## src/rtl/mem_stage.sv

```systemverilog
// RV32I memory-access stage: issues loads/stores on a single-outstanding req/ack bus,
// aligns/extends load data, and registers write-back results. Stalls upstream while busy.
module mem_stage #(
    parameter int unsigned TIMEOUT = 255
) (
    input  logic        Clk,
    input  logic        Reset_n,
    input  logic        EX_Mem_wr_en,
    input  logic        EX_Mem_rd_en,
    input  logic [2:0]  EX_Mem_op,
    input  logic [31:0] EX_ALU_result,
    input  logic [31:0] EX_Rs2_data,
    input  logic        EX_MemToReg,
    input  logic        EX_RegFile_wr_en,
    input  logic [4:0]  EX_Rd_addr,
    output logic        DMem_req,
    output logic        DMem_we,
    output logic [31:0] DMem_addr,
    output logic [3:0]  DMem_be,
    output logic [31:0] DMem_wdata,
    input  logic        DMem_ack,
    input  logic [31:0] DMem_rdata,
    output logic        MEM_Stall,
    output logic        MEM_RegFile_wr_en,
    output logic        MEM_MemToReg,
    output logic [4:0]  MEM_Rd_addr,
    output logic [31:0] MEM_ALU_result,
    output logic [31:0] MEM_Load_data,
    output logic        MEM_Fault
);

    typedef enum logic {IDLE = 1'b0, BUSY = 1'b1} state_t;

    state_t      state, state_nxt;
    logic [31:0] wait_cnt;
    logic        is_acc, op_legal, misalign, bad_acc, timeout_hit;
    logic        stall, issue, done, abort, fault_nxt, wb_pass;
    logic [3:0]  st_be;
    logic [31:0] st_wdata, ld_data;
    logic [7:0]  ld_byte;
    logic [15:0] ld_half;

    assign is_acc      = EX_Mem_rd_en | EX_Mem_wr_en;
    assign op_legal    = EX_Mem_op inside {3'b000, 3'b001, 3'b010, 3'b100, 3'b101};
    assign misalign    = ((EX_Mem_op[1:0] == 2'b01) & EX_ALU_result[0]) |
                         ((EX_Mem_op[1:0] == 2'b10) & (|EX_ALU_result[1:0]));
    assign bad_acc     = ~op_legal | misalign;
    assign timeout_hit = (TIMEOUT != 0) && ((wait_cnt + 32'd1) >= TIMEOUT);

    always_comb begin
        state_nxt = state;
        stall     = 1'b0;
        issue     = 1'b0;
        done      = 1'b0;
        abort     = 1'b0;
        fault_nxt = 1'b0;
        case (state)
            IDLE: begin
                if (is_acc) begin
                    if (bad_acc) begin
                        fault_nxt = 1'b1;
                    end else begin
                        stall     = 1'b1;
                        issue     = 1'b1;
                        state_nxt = BUSY;
                    end
                end
            end
            BUSY: begin
                if (DMem_ack) begin
                    done      = 1'b1;
                    state_nxt = IDLE;
                end else if (timeout_hit) begin
                    abort     = 1'b1;
                    fault_nxt = 1'b1;
                    state_nxt = IDLE;
                end else begin
                    stall = 1'b1;
                end
            end
            default: state_nxt = IDLE;
        endcase
    end

    // Stall must never leak out while the stage is held in reset.
    assign MEM_Stall = Reset_n & stall;
    assign wb_pass   = ((state == IDLE) & ~is_acc) | done;

    always_comb begin
        st_be    = 4'b1111;
        st_wdata = EX_Rs2_data;
        case (EX_Mem_op[1:0])
            2'b00: begin
                st_be    = 4'b0001 << EX_ALU_result[1:0];
                st_wdata = {4{EX_Rs2_data[7:0]}};
            end
            2'b01: begin
                st_be    = EX_ALU_result[1] ? 4'b1100 : 4'b0011;
                st_wdata = {2{EX_Rs2_data[15:0]}};
            end
            default: ;
        endcase
    end

    always_comb begin
        ld_byte = DMem_rdata[7:0];
        case (EX_ALU_result[1:0])
            2'b01:   ld_byte = DMem_rdata[15:8];
            2'b10:   ld_byte = DMem_rdata[23:16];
            2'b11:   ld_byte = DMem_rdata[31:24];
            default: ;
        endcase
        ld_half = EX_ALU_result[1] ? DMem_rdata[31:16] : DMem_rdata[15:0];
        case (EX_Mem_op)
            3'b000:  ld_data = {{24{ld_byte[7]}}, ld_byte};
            3'b001:  ld_data = {{16{ld_half[15]}}, ld_half};
            3'b100:  ld_data = {24'd0, ld_byte};
            3'b101:  ld_data = {16'd0, ld_half};
            default: ld_data = DMem_rdata;
        endcase
    end

    always_ff @(posedge Clk or negedge Reset_n) begin
        if (!Reset_n) begin
            state             <= IDLE;
            wait_cnt          <= '0;
            DMem_req          <= 1'b0;
            DMem_we           <= 1'b0;
            DMem_addr         <= '0;
            DMem_be           <= '0;
            DMem_wdata        <= '0;
            MEM_RegFile_wr_en <= 1'b0;
            MEM_MemToReg      <= 1'b0;
            MEM_Rd_addr       <= '0;
            MEM_ALU_result    <= '0;
            MEM_Load_data     <= '0;
            MEM_Fault         <= 1'b0;
        end else begin
            state <= state_nxt;
            if (issue)
                wait_cnt <= '0;
            else if (state == BUSY && !DMem_ack)
                wait_cnt <= wait_cnt + 32'd1;
            if (issue) begin
                DMem_req   <= 1'b1;
                DMem_we    <= EX_Mem_wr_en;
                DMem_addr  <= {EX_ALU_result[31:2], 2'b00};
                DMem_be    <= EX_Mem_wr_en ? st_be : 4'b0000;
                DMem_wdata <= st_wdata;
            end else if (done | abort) begin
                DMem_req <= 1'b0;
            end
            MEM_RegFile_wr_en <= wb_pass & EX_RegFile_wr_en;
            MEM_MemToReg      <= wb_pass & EX_MemToReg;
            MEM_Rd_addr       <= EX_Rd_addr;
            MEM_ALU_result    <= EX_ALU_result;
            MEM_Load_data     <= (done & ~EX_Mem_wr_en) ? ld_data : 32'd0;
            MEM_Fault         <= fault_nxt;
        end
    end

endmodule

```

## config.mk

```make
export PLATFORM = sky130hd
export DESIGN_NAME = mem_stage
export DESIGN_NICKNAME = d
export VERILOG_FILES = /design/src/rtl/mem_stage.sv
export SDC_FILE = /design/constraint.sdc
export NUM_CORES = 1
export LEC_CHECK = 0
export BUFFER_PORTS_ARGS = -buffer_cell sky130_fd_sc_hd__buf_2
export CORE_MARGIN = 5
export CORE_UTILIZATION = 49
export DETAILED_ROUTE_END_ITERATION = 7
export PLACE_DENSITY = 0.87
export SYNTH_ARGS = -nofsm -noshare
export SYNTH_HDL_FRONTEND = slang
export SYNTH_SLANG_ARGS = --single-unit
```

## constraint.sdc

```tcl
create_clock -name Clk -period 6.1 [get_ports Clk]
set_input_delay 0 -clock Clk [delete_from_list [all_inputs] [get_ports Clk]]
set_output_delay 0 -clock Clk [all_outputs]
set_load 0.05 [all_outputs]
```

==> flow_metrics.tcl <==
set metrics [dict create \
    grt_pass1_vias 8047 \
    rsz0062_at_grt "no" \
    setup_tns_ps 0 \
    cp_max_fo 14 \
    arrival_ps 3870 \
    synth_most_common_cell "nand2_1" \
    power_density_nw_per_um2 344 \
    grt_max_degree 104 \
    slowest_delay_ps 720 \
    clk-insertion-delay-late_ps 430 \
    total_power_mw 3.73 \
    placed_area_sq_um 9150 \
    wl_per_cell_um 20.1 \
    fin_crit_sh_pct 63.4 \
    rows 46 \
    cts_tree "done" \
    fin_skew_ps 12.7 \
    fill_cells 1074 \
    worstMarginPinSlew_ps 1230 \
    drc 0 \
    dieArea_sq_um 18600 \
    path_clk_slew_ps 70 \
    cts.path.max_buffers 2 \
    die_x_um 136 \
    drt_iter0_markers 935 \
    yosysWarnings 0 \
    io_buffers 251 \
    dp_hpwl_mm 15.8 \
    status "complete, no violations" \
    holdWs_ps 148 \
    ys.flop_type "dfrtp_1" \
    dr.pass1.iters 7 \
    synth_edf_count 0 \
    cp_slowest_cell "or4_1" \
    power_leakage_nw 5.44 \
    totalWireLength_mm 27.7 \
    area_growth_syn_to_layout_pct 38.9 \
    required_ps 6100 \
    drive_above_1_share_pct 26.9 \
    io_pins 254 \
    htreeDepth 4 \
    diodes 0 \
    synthArstFlopShare_pct 100 \
    synth_area_leaders "dfrtp_1 55%, nand2_1 8.7%, o21ai_0 5.3%" \
    final_nets 1264 \
    vdd_ir_drop_max_mv 0.189 \
    antenna_found_initial 0 \
    ys_seq_elements 173 \
    core_sq_um 15800 \
    yosysTopAreaCell "dfrtp_1" \
    syn_area_sq_um 7810 \
    final_area_sq_um 10800 \
    hold_viol 0 \
    drv_slew 0 \
    ant_nets 0 \
    cts.sinks 173 \
    cp_cell_sequence "ha_1 > nand4_1 > or4_1 > nor3_2 > and3_1 > xnor2_1 > nand4_1 > o31ai_2 > and2_1 > buf_2" \
    setup_viol 0 \
    via_per_inst 5.81 \
    avgSynthCellArea_sq_um 9.47 \
    initial_utilization_pct 49.5 \
    slew-limit-headroom_pct 17.7 \
    grt_use_total_pct 29.4 \
    synthCells 825 \
    ys_top_cells_by_count "182 x nand2_1, 173 x dfrtp_1, 83 x o21ai_0" \
    fmax_mhz 258 \
    cts_made_buffers 17 \
    cts_setup_buffers 0 \
    place_congestion 0.939 \
    die_y_um 136 \
    vias 8017 \
    min_period_ps 3870 \
    path_class "flop to output pin" \
    synth_top_area_share_pct 55.4 \
    cts_root_buffer "clkbuf_16" \
    start_kind "flop" \
    end_kind "output pin" \
    grt_overflow_total 0 \
    grt_pass1_wl_mm 42.8 \
    cap_violations 0 \
    synth_cell_types 60 \
    ys_seq_area_share_pct 55.4 \
    cts_resized 0 \
    hold_class "input port to flop" \
    cpMostUsedCell "nand4_1" \
]
-- final cells by class --
type                            instances  area [sq um]  area share (%)
Inverter                               22          82.6           0.761
Clock inverter                         14           174            1.60
Sequential cell                       173          4330            39.9
Tap cell                              216           270            2.49
Multi-Input combinational cell        570          3160            29.1
Timing Repair Buffer                  367          2410            22.2
Clock buffer                           18           429            3.96
-- layout by cell type (no fill, tap or decap), types with 4 or more instances in the layout --
cell type / synthesis / layout
buf_2: 7 / 250
nand2_1: 182 / 182
dfrtp_1: 173 / 173
dlygate4sd3_1: 0 / 109
o21ai_0: 83 / 83
nor2_1: 54 / 53
a21oi_1: 49 / 49
mux2i_1: 33 / 33
inv_1: 22 / 22
clkbuf_16: 0 / 17
nand4_1: 16 / 16
nand3_1: 15 / 15
o31ai_1: 10 / 10
o31a_1: 9 / 9
and3_1: 8 / 8
a22oi_1: 7 / 7
o221a_2: 7 / 7
buf_4: 2 / 7
a31oi_1: 6 / 6
nand2b_1: 5 / 5
o41ai_1: 5 / 5
nor2b_1: 5 / 5
nor3_1: 6 / 5
xor2_1: 5 / 5
and2_1: 5 / 5
or4_1: 4 / 4
nor4_1: 4 / 4
inv_8: 0 / 4
inv_6: 0 / 4
-- path summary, 6_finish.rpt --
kind	depth (start not counted)	to	start	slack (ps)
max in group asynchronous	3	wait_cnt[17]	Reset_n	4390
min in group asynchronous	2	DMem_addr[28]	Reset_n	250
worst min register to register	2	DMem_wdata[4]	DMem_wdata[4]	470
worst max-delay path	10	MEM_Stall	wait_cnt[1]	2230
worst max register to register	9	MEM_Fault	wait_cnt[1]	2930
worst min-delay path	3	MEM_Load_data[12]	EX_Mem_op[2]	150
-- metrics by stage --
step	cells	worst slack [ps]	utilization, %
finish	1380	2230	68.8
global route	1380	1850	68.8
floorplan	826	3300	-
detailed placement	1239	2780	58.0
CTS	1380	2310	68.8
global placement	1239	2820	58.0
-- power by group --
part           total (mW)  switching (mW)  leakage [nW]  internal [mW]
Sequential           1.41           0.102          2.21           1.31
Combinational        1.19           0.916          2.93          0.277
Clock                1.13           0.503         0.296          0.622
Total                3.73            1.52          5.44           2.20
-- kinds of logic (layout without fill, tap and decap cells) --
logic type / Yosys count / after routing / share of synthesized area [%]
AOI/OAI and AO/OA: 198 / 198 / 15.6
xor gates and xnor gates: 8 / 8 / 0.897
adders and majority gates: 2 / 2 / 0.320
buffers and inverters: 83 / 421 / 4.31
DFF: 173 / 173 / 55.4
muxes: 36 / 36 / 4.66
other: 1 / 2 / 0.0480
and+or+nand+nor: 324 / 324 / 18.8
-- critical path: cells and delay by family, from the launching register on --
| family | cells | cell delay (ps) |
|---|---|---|
| flip-flops | 1 | 450 |
| buffers and inverters | 1 | 300 |
| AND/OR/NAND/NOR | 6 | 1870 |
| AO/OA/AOI/OAI | 1 | 240 |
| XOR/XNOR | 1 | 140 |
| adder cells (fa/ha/maj) | 1 | 440 |
-- metal layers --
layer / share of wire [%] / track usage (%) / wire [um]
met2: 50 / 50.2 / 13800
met4: 6.9 / 18.9 / 1910
met1: 34 / 32.4 / 9520
met5: 0 / 0 / 0
met3: 9.1 / 7.92 / 2530
-- state kept, by name (all words and copies together) (netlist names) --
name / cells
MEM_ALU_result: 32
MEM_Fault: 1
MEM_MemToReg: 1
DMem_we: 1
MEM_Load_data: 32
MEM_RegFile_wr_en: 1
state: 1
DMem_be: 4
wait_cnt: 32
DMem_req: 1
DMem_addr: 30
DMem_wdata: 32
MEM_Rd_addr: 5
-- what timing repair did --
item,CTS,global route
endpoints found under the hold margin,241,0
hold buffers,109,0
setup endpoints to repair,0,0
(Power assumes the default switching activity.)
